## src/rtl/rev_datapath_seq_if.sv

```systemverilog
// Command/result bus between the instruction sequencer (master) and the
// reversible datapath (slave).
interface rev_datapath_seq_if #(
  parameter int WIDTH  = 12,
  parameter int NREG   = 4,
  parameter int ADDR_W = 12
);
  localparam int RW = $clog2(NREG);

  logic              cmd_valid;
  logic              cmd_ready;
  logic [2:0]        op;
  logic              dir;
  logic [RW-1:0]     rd;
  logic [RW-1:0]     rs;
  logic              cin;
  logic [WIDTH-1:0]  data_in;
  logic [WIDTH-1:0]  data_out;
  logic [ADDR_W-1:0] addr_out;
  logic              ovf;
  logic              done;
  logic              err;

  modport master (
    output cmd_valid, op, dir, rd, rs, cin, data_in,
    input  cmd_ready, data_out, addr_out, ovf, done, err
  );

  modport slave (
    input  cmd_valid, op, dir, rd, rs, cin, data_in,
    output cmd_ready, data_out, addr_out, ovf, done, err
  );
endinterface

```

## src/rtl/rev_datapath_seq.sv

```systemverilog
// Reversible register-file datapath: each command runs IDLE -> EXEC -> WB, and
// DIR=1 applies the exact inverse of the forward op so sequences can be undone.
module rev_datapath_seq #(
  parameter int WIDTH  = 12,
  parameter int NREG   = 4,
  parameter int ADDR_W = 12
) (
  input  logic              clk,
  input  logic              rst_n,
  rev_datapath_seq_if.slave cmd
);
  localparam int RW = $clog2(NREG);

  typedef enum logic [1:0] {S_IDLE, S_EXEC, S_WB} state_e;
  typedef enum logic [2:0] {
    OP_NOP, OP_ADD, OP_SUB, OP_XOR, OP_SWAP, OP_XLD, OP_JMP, OP_BAD
  } op_e;

  state_e            state_q;
  op_e               op_q;
  logic              dir_q;
  logic [RW-1:0]     rd_q, rs_q;
  logic              cin_q;
  logic [WIDTH-1:0]  din_q;
  logic [WIDTH-1:0]  regs_q [NREG];
  logic [ADDR_W-1:0] pc_q, pc_res_q;
  logic [WIDTH-1:0]  dout_q, res_q, swap_q;
  logic              cy_q, rej_q, ovf_q, done_q, err_q, ready_q;

  logic [WIDTH-1:0]  a, b, res_d, swap_d;
  logic [WIDTH:0]    sum, dif;
  logic              do_add, cy_d, rej_d;
  logic [ADDR_W-1:0] step, pc_d;
  logic              wr_rd, is_arith;

  // EXEC-stage arithmetic on the latched command; captured into *_q at the EXEC edge.
  always_comb begin
    a        = regs_q[rd_q];
    b        = regs_q[rs_q];
    sum      = {1'b0, a} + {1'b0, b} + {{WIDTH{1'b0}}, cin_q};
    dif      = {1'b0, a} - {1'b0, b} - {{WIDTH{1'b0}}, cin_q};
    do_add   = (op_q == OP_ADD) ^ dir_q;
    // NOTE: every always_comb output gets a default first so no path can infer a latch.
    res_d    = a;
    swap_d   = b;
    cy_d     = 1'b0;
    unique case (op_q)
      OP_ADD, OP_SUB: begin
        res_d = do_add ? sum[WIDTH-1:0] : dif[WIDTH-1:0];
        cy_d  = do_add ? sum[WIDTH] : dif[WIDTH];
      end
      OP_XOR:  res_d = a ^ b;
      OP_SWAP: begin
        res_d  = b;
        swap_d = a;
      end
      OP_XLD:  res_d = a ^ din_q;
      default: ;
    endcase
    rej_d    = (op_q == OP_BAD) ||
               ((op_q inside {OP_ADD, OP_SUB, OP_XOR}) && (rd_q == rs_q));
    step     = (op_q == OP_JMP) ? ADDR_W'(din_q) : ADDR_W'(1);
    pc_d     = dir_q ? (pc_q - step) : (pc_q + step);
    wr_rd    = op_q inside {OP_ADD, OP_SUB, OP_XOR, OP_SWAP, OP_XLD};
    is_arith = op_q inside {OP_ADD, OP_SUB};
  end

  // NOTE: sequential state uses non-blocking assignments only, so every block sees pre-edge values.
  always_ff @(posedge clk or negedge rst_n) begin
    if (!rst_n) begin
      state_q  <= S_IDLE;
      op_q     <= OP_NOP;
      dir_q    <= 1'b0;
      rd_q     <= '0;
      rs_q     <= '0;
      cin_q    <= 1'b0;
      din_q    <= '0;
      pc_q     <= '0;
      pc_res_q <= '0;
      dout_q   <= '0;
      res_q    <= '0;
      swap_q   <= '0;
      cy_q     <= 1'b0;
      rej_q    <= 1'b0;
      ovf_q    <= 1'b0;
      done_q   <= 1'b0;
      err_q    <= 1'b0;
      ready_q  <= 1'b1;
      // NOTE: the register file is small and must read back as zero after reset, so it is reset explicitly.
      for (int i = 0; i < NREG; i++) regs_q[i] <= '0;
    end else begin
      done_q <= 1'b0;
      err_q  <= 1'b0;
      unique case (state_q)
        S_IDLE: begin
          if (cmd.cmd_valid) begin
            op_q    <= op_e'(cmd.op);
            dir_q   <= cmd.dir;
            rd_q    <= cmd.rd;
            rs_q    <= cmd.rs;
            cin_q   <= cmd.cin;
            din_q   <= cmd.data_in;
            ready_q <= 1'b0;
            state_q <= S_EXEC;
          end
        end
        S_EXEC: begin
          res_q    <= res_d;
          swap_q   <= swap_d;
          cy_q     <= cy_d;
          rej_q    <= rej_d;
          pc_res_q <= pc_d;
          state_q  <= S_WB;
        end
        S_WB: begin
          if (rej_q) begin
            err_q <= 1'b1;
          end else begin
            done_q <= 1'b1;
            pc_q   <= pc_res_q;
            if (wr_rd) begin
              // SWAP with rd==rs writes the same value twice, which is the intended no-op.
              if (op_q == OP_SWAP) regs_q[rs_q] <= swap_q;
              regs_q[rd_q] <= res_q;
              dout_q       <= res_q;
            end
            if (is_arith) ovf_q <= cy_q;
          end
          ready_q <= 1'b1;
          state_q <= S_IDLE;
        end
        default: begin
          ready_q <= 1'b1;
          state_q <= S_IDLE;
        end
      endcase
    end
  end

  assign cmd.cmd_ready = ready_q;
  assign cmd.data_out  = dout_q;
  assign cmd.addr_out  = pc_q;
  assign cmd.ovf       = ovf_q;
  assign cmd.done      = done_q;
  assign cmd.err       = err_q;
endmodule

```

## src/flat_wrapper.sv

```systemverilog
// flat-port wrapper written by rule: the top's interface ports become plain ports
module rev_datapath_seq_flat 
#(
  parameter int WIDTH  = 12,
  parameter int NREG   = 4,
  parameter int ADDR_W = 12
)
  (clk, rst_n, cmd_cmd_valid, cmd_op, cmd_dir, cmd_rd, cmd_rs, cmd_cin, cmd_data_in, cmd_cmd_ready, cmd_data_out, cmd_addr_out, cmd_ovf, cmd_done, cmd_err);
  rev_datapath_seq_if #(.WIDTH(WIDTH), .NREG(NREG), .ADDR_W(ADDR_W)) cmd_i ();
  input  logic clk;
  input  logic rst_n;
  input wire logic [$bits(cmd_i.cmd_valid)-1:0] cmd_cmd_valid;
  input wire logic [$bits(cmd_i.op)-1:0] cmd_op;
  input wire logic [$bits(cmd_i.dir)-1:0] cmd_dir;
  input wire logic [$bits(cmd_i.rd)-1:0] cmd_rd;
  input wire logic [$bits(cmd_i.rs)-1:0] cmd_rs;
  input wire logic [$bits(cmd_i.cin)-1:0] cmd_cin;
  input wire logic [$bits(cmd_i.data_in)-1:0] cmd_data_in;
  output wire logic [$bits(cmd_i.cmd_ready)-1:0] cmd_cmd_ready;
  output wire logic [$bits(cmd_i.data_out)-1:0] cmd_data_out;
  output wire logic [$bits(cmd_i.addr_out)-1:0] cmd_addr_out;
  output wire logic [$bits(cmd_i.ovf)-1:0] cmd_ovf;
  output wire logic [$bits(cmd_i.done)-1:0] cmd_done;
  output wire logic [$bits(cmd_i.err)-1:0] cmd_err;
  assign cmd_i.cmd_valid = cmd_cmd_valid;
  assign cmd_i.op = cmd_op;
  assign cmd_i.dir = cmd_dir;
  assign cmd_i.rd = cmd_rd;
  assign cmd_i.rs = cmd_rs;
  assign cmd_i.cin = cmd_cin;
  assign cmd_i.data_in = cmd_data_in;
  assign cmd_cmd_ready = cmd_i.cmd_ready;
  assign cmd_data_out = cmd_i.data_out;
  assign cmd_addr_out = cmd_i.addr_out;
  assign cmd_ovf = cmd_i.ovf;
  assign cmd_done = cmd_i.done;
  assign cmd_err = cmd_i.err;
  rev_datapath_seq #(.WIDTH(WIDTH), .NREG(NREG), .ADDR_W(ADDR_W)) u_core (.clk(clk), .rst_n(rst_n), .cmd(cmd_i));
endmodule
```

## config.mk

```make
export PLATFORM = sky130hd
export DESIGN_NAME = rev_datapath_seq_flat
export DESIGN_NICKNAME = d
export VERILOG_FILES = /design/src/rtl/rev_datapath_seq_if.sv /design/src/rtl/rev_datapath_seq.sv /design/src/flat_wrapper.sv
export SDC_FILE = /design/constraint.sdc
export NUM_CORES = 1
export LEC_CHECK = 0
export CELL_PAD_IN_SITES_DETAIL_PLACEMENT = 1
export CELL_PAD_IN_SITES_GLOBAL_PLACEMENT = 2
export CORE_MARGIN = 5
export CORE_UTILIZATION = 39
export DETAILED_ROUTE_END_ITERATION = 8
export HOLD_SLACK_MARGIN = 0.02
export PLACE_DENSITY_LB_ADDON = 0.1
export SYNTH_ARGS = -nofsm -noshare
export SYNTH_HDL_FRONTEND = slang
export SYNTH_SLANG_ARGS = --single-unit
```

## constraint.sdc

```tcl
create_clock -name clk -period 4.6 [get_ports clk]
set_input_delay 0.92 -clock clk [delete_from_list [all_inputs] [get_ports clk]]
set_output_delay 0.92 -clock clk [all_outputs]
set_load 0.005 [all_outputs]
```

==> flow_summary.toml, run 1 <==
[final_layout]
regArea_mm2 = 0.00343
n_antenna_cell = 0
syn_to_final_growth_pct = 15.3
multi_input_area_mm2 = 0.00538
fill_cells = 2694
drive_above_1_share_pct = 12.3
instances_no_fill = 1370
fin_nets = 1110

[logic_synthesis]
yosysUniqueCellTypes = 76
synth-simple-area-share_pct = 15.6
async_flop_share_pct = 100
ys.flop_type = "dfrtp_1"
synth_top_family_by_area = "compound AO/OA/AOI/OAI gates"
synth_xor_area_share_pct = 3.11
ys_seq_area_share_pct = 36.9
ys_ff_latch = 137
synth_mux_area_share_pct = 13.7
synth-compound-area-share_pct = 18.6
synth_warnings = 0
syn_area_mm2 = 0.00929
syn_inst = 1010
avgSynthCellArea_um2 = 9.19
synthesis.nets = 1082
synth_edf_count = 0
synthAdderAreaFrac_pct = 6.87

[placement]
hpwl_um = 22700
gp_congestion = 0.856
port_buffers = 51
dp_cells = 1338
detailedPlace.worstSlack_ps = 783

[global_routing]
grt_overflow = 0
grt_pass1_wl_um = 49700
grt_util_met1_pct = 36.8
grt_usage_pct = 24.2
busiest_layer = "met1"
grt_pass1_vias = 8174
use_met3_pct = 3.04
met2_usage_pct = 35.8
antenna_found_initial = 0
grt_max_degree = 92

[route]
finalWirelength_um = 31700
ant_nets = 0
firstDrtPassIters = 5
drtIter0Drc = 592
drc_errors = 0
wl_per_cell_um = 23.1
drt-vias-per-instance = 5.76
via_count = 7887

[pwr]
power.density_mw_per_mm2 = 927
finalPower_w = 0.00992
irDropWorstVdd_v = 0.000400
cellLeakagePower_nw = 4.61

[clock_tree]
clk-insertion-delay-late_ps = 440
ctsHtreeMaxLevel = 4
cts.sinks = 137
clockRootBuffer = "clkbuf_16"
ctsResizeCount = 0
cts_buffer_depth = 2
holdBufCountCts = 0
cts_tree = "done"
cts_made_buffers = 17
clkSlewWorstSetupHoldPaths_ps = 70
postCtsSetupRepairBufs = 0

[floorplan]
num_rows = 56
die_h_um = 164
core_area_mm2 = 0.0235
fp.dieW_um = 164
start_util_pct = 39.6
dieArea_mm2 = 0.0270
ioPinCount = 52

[timing]
fin_crit_ps = 3840
maxSlewViolCount = 0
final-hold-violation-count = 0
slew-limit-headroom_pct = 33.4
tightest_slew_ps = 999
rsz0062_at_grt = "false"
fin_crit_sh_pct = 83.6
timing.fmax_ghz = 0.260
fin_setup_tns_ps = 0
worst_slack_ps = 755
skew_ps = 14.0
finalSetupViolCount = 0

[worst_setup_path]
cp_max_fo = 18
criticalPathCategory = "reg -> reg"
arrival_ps = 4220
worstSetupStartpointType = "register"
cp-end-kind = "register"
worstPathRequired_ps = 4980

[hold_path]
hold_path.class = "reg -> reg"

[run_status]
outcome = "finished clean"

[flow_run]
cap_violations = 0
-- per-stage QoR --
step	util, %	hold WS [ps]	instance area, µm²
after floorplan	-	440	9290
after global placement	42.9	461	10100
after detailed placement	42.9	464	10100
after CTS	45.6	483	10700
after global routing	45.6	511	10700
final	45.6	479	10700
-- power by group --
group	leakage (nW)	switching, W	total [W]	internal (W)
Sequential	1.68	0.000713	0.00243	0.00172
Clock	0.308	0.000648	0.00153	0.000878
Combinational	2.62	0.00335	0.00596	0.00261
-- area by class of cell --
| cell class | instances | area share (%) |
|---|---|---|
| well taps | 319 | 3.73 |
| clock buffers | 17 | 3.97 |
| multi-input cells | 760 | 50.3 |
| clock inverters | 15 | 1.92 |
| inverters | 52 | 1.84 |
| repair buffers | 70 | 6.23 |
| flip-flops and latches | 137 | 32.0 |
-- path summary, 6_finish.rpt --
| path | to | slack (ps) | depth (start not counted) | from |
|---|---|---|---|---|
| max | u_core.cy_q | 760 | 10 | u_core.rs_q[1] |
| max in group asynchronous | u_core.cmd.cmd_ready | 3150 | 2 | rst_n |
| max reg2reg | u_core.cy_q | 760 | 10 | u_core.rs_q[1] |
| min in group asynchronous | u_core.cmd.data_out[10] | 570 | 1 | rst_n |
| min | u_core.pc_res_q[4] | 480 | 2 | u_core.pc_res_q[4] |
| min reg2reg | u_core.pc_res_q[4] | 480 | 2 | u_core.pc_res_q[4] |
-- cells by family (layout without fill, tap and decap cells) --
kind of cell	Yosys count	in the layout
flip-flops	137	137
AND/OR/NAND/NOR	320	320
multiplexers	93	93
buffers and inverters	113	154
AO/OA/AOI/OAI	266	266
XOR/XNOR	33	33
adder cells (fa/ha/maj)	48	48
-- flip-flops by register name, indices dropped and copies added, names as in the netlist, 2 cells and up --
signal and count:
u_core.op_q 3, u_core.rd_q 2, u_core.rs_q 2, u_core.swap_q 12
u_core.res_q 12, u_core.din_q 12, u_core.cmd.data_out 12, u_core.cmd.addr_out 12
u_core.regs_q 48, u_core.pc_res_q 12, u_core.state_q 2
-- synth_stat cells (all sizes together), types with 23 or more instances --
cell type    n  area (µm²)
dfrtp      136        3400
mux2i       39         390
a31oi       25         156
buf         23         144
nand2      128         480
inv         51         191
o22ai       28         175
a21oi       79         403
ha          43         538
mux2        31         349
nor2       102         393
xnor2       23         201
mux4        23         533
o21ai       45         225
clkbuf      38         143
-- critical path, cell delays in order (launching register included) --
cell,delay [ps]
dfrtp_1,830
mux4_2,490
ha_1,350
inv_1,100
ha_1,380
a21boi_0,460
o221ai_1,290
a21oi_1,350
a21oi_1,120
o31ai_1,260
o21a_1,160
-- per-layer routing --
metal / wire length [µm] / share of wire (%)
met1: 16100 / 51
met2: 13600 / 43
met3: 1160 / 3.7
met4: 771 / 2.4
met5: 0 / 0
-- placed cells by master, fill, tap and decap left out, types with 28 or more instances in the layout --
cell / netlist / final
nand2_1: 128 / 128
mux2_2: 31 / 31
mux2i_1: 39 / 39
o21ai_0: 45 / 45
o22ai_1: 28 / 28
inv_1: 51 / 51
nor2_1: 98 / 98
a21oi_1: 77 / 77
dfrtp_1: 136 / 136
ha_1: 43 / 43
clkdlybuf4s50_1: 0 / 50
Note: power is estimated with default switching activity, not from simulation.
==> inputs of run 2 (changes only) <==
--- a/config.mk
+++ b/config.mk
@@ -8,7 +8,7 @@
 export CELL_PAD_IN_SITES_DETAIL_PLACEMENT = 1
 export CELL_PAD_IN_SITES_GLOBAL_PLACEMENT = 2
 export CORE_MARGIN = 5
-export CORE_UTILIZATION = 39
+export CORE_UTILIZATION = 35
 export DETAILED_ROUTE_END_ITERATION = 8
 export HOLD_SLACK_MARGIN = 0.02
 export PLACE_DENSITY_LB_ADDON = 0.1
==> constraint.sdc (replaced) <==
create_clock -name clk -period 3.5 [get_ports clk]
set_input_delay 0.7 -clock clk [delete_from_list [all_inputs] [get_ports clk]]
set_output_delay 0.7 -clock clk [all_outputs]
set_load 0.005 [all_outputs]
==> run 2 against run 1 <==
Effect of this change:
- utilization fell by 3.3 points
- sequential share of layout area fell by 0.88 points
- cell count rose by 3.6%
- global-route usage fell by 2.8 points
- sequential power rose by 28%
- die area rose by 11%
- total power rose by 35%
- non-clock buffer count rose by 34
- worst setup slack got worse by 580 ps
- largest power group unchanged
==> flow_summary.toml, run 2 (same netlist as run 1, synthesis figures left out) <==
[worst_setup_path]
slowest_stage = "mux4_2"
worst_r2r_path_depth = 11
r2r-start = "u_core.rs_q[0]"
critPathMostFrequentCell = "ha_1"
endpoint = "u_core.res_q[11]"
cp_max_fo = 5
startpoint = "u_core.rs_q[0]"
arrival_ps = 3630
path_cells = "buf_4, mux4_2, ha_1, inv_1, ha_1, or3_1, o21ai_0, a221oi_2, a211oi_2, mux2i_1, o211ai_1"
cp-end-kind = "register"
worstPathRequired_ps = 3810
slowest_delay_ps = 530
criticalPathCategory = "reg -> reg"
rrSetupSlack_ps = 180
r2r_end = "u_core.res_q[11]"
worstSetupStartpointType = "register"

[timing]
fin_crit_sh_pct = 95.0
rsz0062_at_grt = "false"
maxSlewViolCount = 0
skew_ps = 14.9
finalSetupViolCount = 0
slew-limit-headroom_pct = 32.5
fin_crit_ps = 3320
tightest_slew_ps = 1010
final-hold-violation-count = 0
timing.fmax_ghz = 0.301

[floorplan]
num_rows = 59
dieArea_mm2 = 0.0299
ioPinCount = 52
start_util_pct = 35.6
fp.dieW_um = 173
core_area_mm2 = 0.0261
die_h_um = 173

[final_layout]
regArea_mm2 = 0.00343
largest_register_ffs = 48
drive_above_1_share_pct = 15.8
fill_cells = 2993
largest_register = "u_core.regs_q"
layout_commonest_cell = "dfrtp_1"
n_antenna_cell = 0
syn_to_final_growth_pct = 18.6
stdcell_area_mm2 = 0.0110
fin_nets = 1144
most-common-layout-cells = "133 x dfrtp_1, 128 x nand2_1, 98 x nor2_1"
multi_input_area_mm2 = 0.00541
instances_no_fill = 1420

[pwr]
irDropWorstVdd_v = 0.000371
power.density_mw_per_mm2 = 1220
cellLeakagePower_nw = 4.77
finalPower_w = 0.0134

[hold_path]
hold_path.class = "in -> async"

[clock_tree]
clockRootBuffer = "clkbuf_16"
clk-insertion-delay-late_ps = 440
cts_tree = "done"
holdBufCountCts = 0
cts_buffer_depth = 2
ctsHtreeMaxLevel = 4
cts_made_buffers = 17
cts.sinks = 137
clkSlewWorstSetupHoldPaths_ps = 70

[route]
drc_errors = 0
firstDrtPassIters = 5
drt-vias-per-instance = 5.63
via_count = 8001
finalWirelength_um = 32100
ant_nets = 0
drtIter0Drc = 496
wl_per_cell_um = 22.6

[placement]
dpl_cell_area_mm2 = 0.0103
port_buffers = 51
gp_congestion = 0.847
hpwl_um = 23900
dp_cells = 1387

[global_routing]
grt_overflow = 0
grt_max_degree = 62
grt_usage_pct = 21.5
grt_pass1_vias = 8212
antenna_found_initial = 0
grt_pass1_wl_um = 50700

[run_status]
outcome = "finished clean"

[flow_run]
cap_violations = 0
## run 2: cell count changes in the layout (fill, tap and decap cells not counted), moves of 2 or more
cell / before / now
dfrtp_1: 136 / 133
dfrtp_2: 0 / 3
buf_4: 18 / 51
a211oi_1: 5 / 3
a211oi_2: 0 / 2
## run 2: cell type report
| cell class | count | share of cell area (%) |
|---|---|---|
| multi-input cells | 760 | 49.1 |
| flip-flops and latches | 137 | 31.2 |
| repair buffers | 104 | 8.40 |
| clock buffers | 18 | 3.90 |
| well taps | 335 | 3.80 |
| clock inverters | 14 | 1.84 |
| inverters | 52 | 1.78 |
## run 2: where the power goes
| group | total [W] | leakage [nW] | switching, W | internal, W |
|---|---|---|---|---|
| Clock | 0.00201 | 0.307 | 0.000856 | 0.00116 |
| Combinational | 0.00828 | 2.79 | 0.00456 | 0.00372 |
| Sequential | 0.00312 | 1.68 | 0.000856 | 0.00226 |
## run 2: per-layer routing
layer	wire length (µm)	share of wire, %	vias to the layer above	global-route usage (%)
met5	0	0	-	0
met4	390	1.2	0	4.00
met3	1110	3.4	24	3.36
met2	14400	45	153	32.9
met1	16200	51	4049	32.4
li1	-	-	3775	-
## run 2: metrics by stage
stage	setup slack, ps	setup TNS (ps)	utilization [%]	hold WS, ps
after global placement	60.1	0	39.7	460
after detailed placement	-12.3	-12.3	39.7	467
after floorplan	178	0	-	404
final	176	0	42.3	226
after global routing	1.84	0	42.3	258
after CTS	27.3	0	42.1	232
## run 2: repair_timing
| item | in CTS | in global routing |
|---|---|---|
| gates resized for setup | 2 | 9 |
| setup endpoints to repair | 2 | 7 |
| pin swaps | 0 | 1 |
| buffers inserted | 0 | 1 |
## run 2: how the worst min path moves through the flow
stage	startpoint	slack [ps]	to	cells after the start
2_1_floorplan	rst_n	400	u_core.cin_q	0
3_3_place_gp	u_core.pc_res_q[1]	460	u_core.pc_res_q[1]	2
3_5_place_dp	u_core.pc_res_q[3]	470	u_core.pc_res_q[3]	2
4_1_cts	rst_n	230	u_core.cmd.data_out[10]	1
5_1_grt	rst_n	260	u_core.cmd.data_out[10]	1
6_report	rst_n	230	u_core.cmd.data_out[10]	1
## run 2: critical path: cells and delay by family (launching register included)
family,cells,cell delay (ps)
compound gates,4,720
fa+ha+maj,2,600
buf+inv,2,250
flops,1,420
mux,2,750
simple gates,1,450
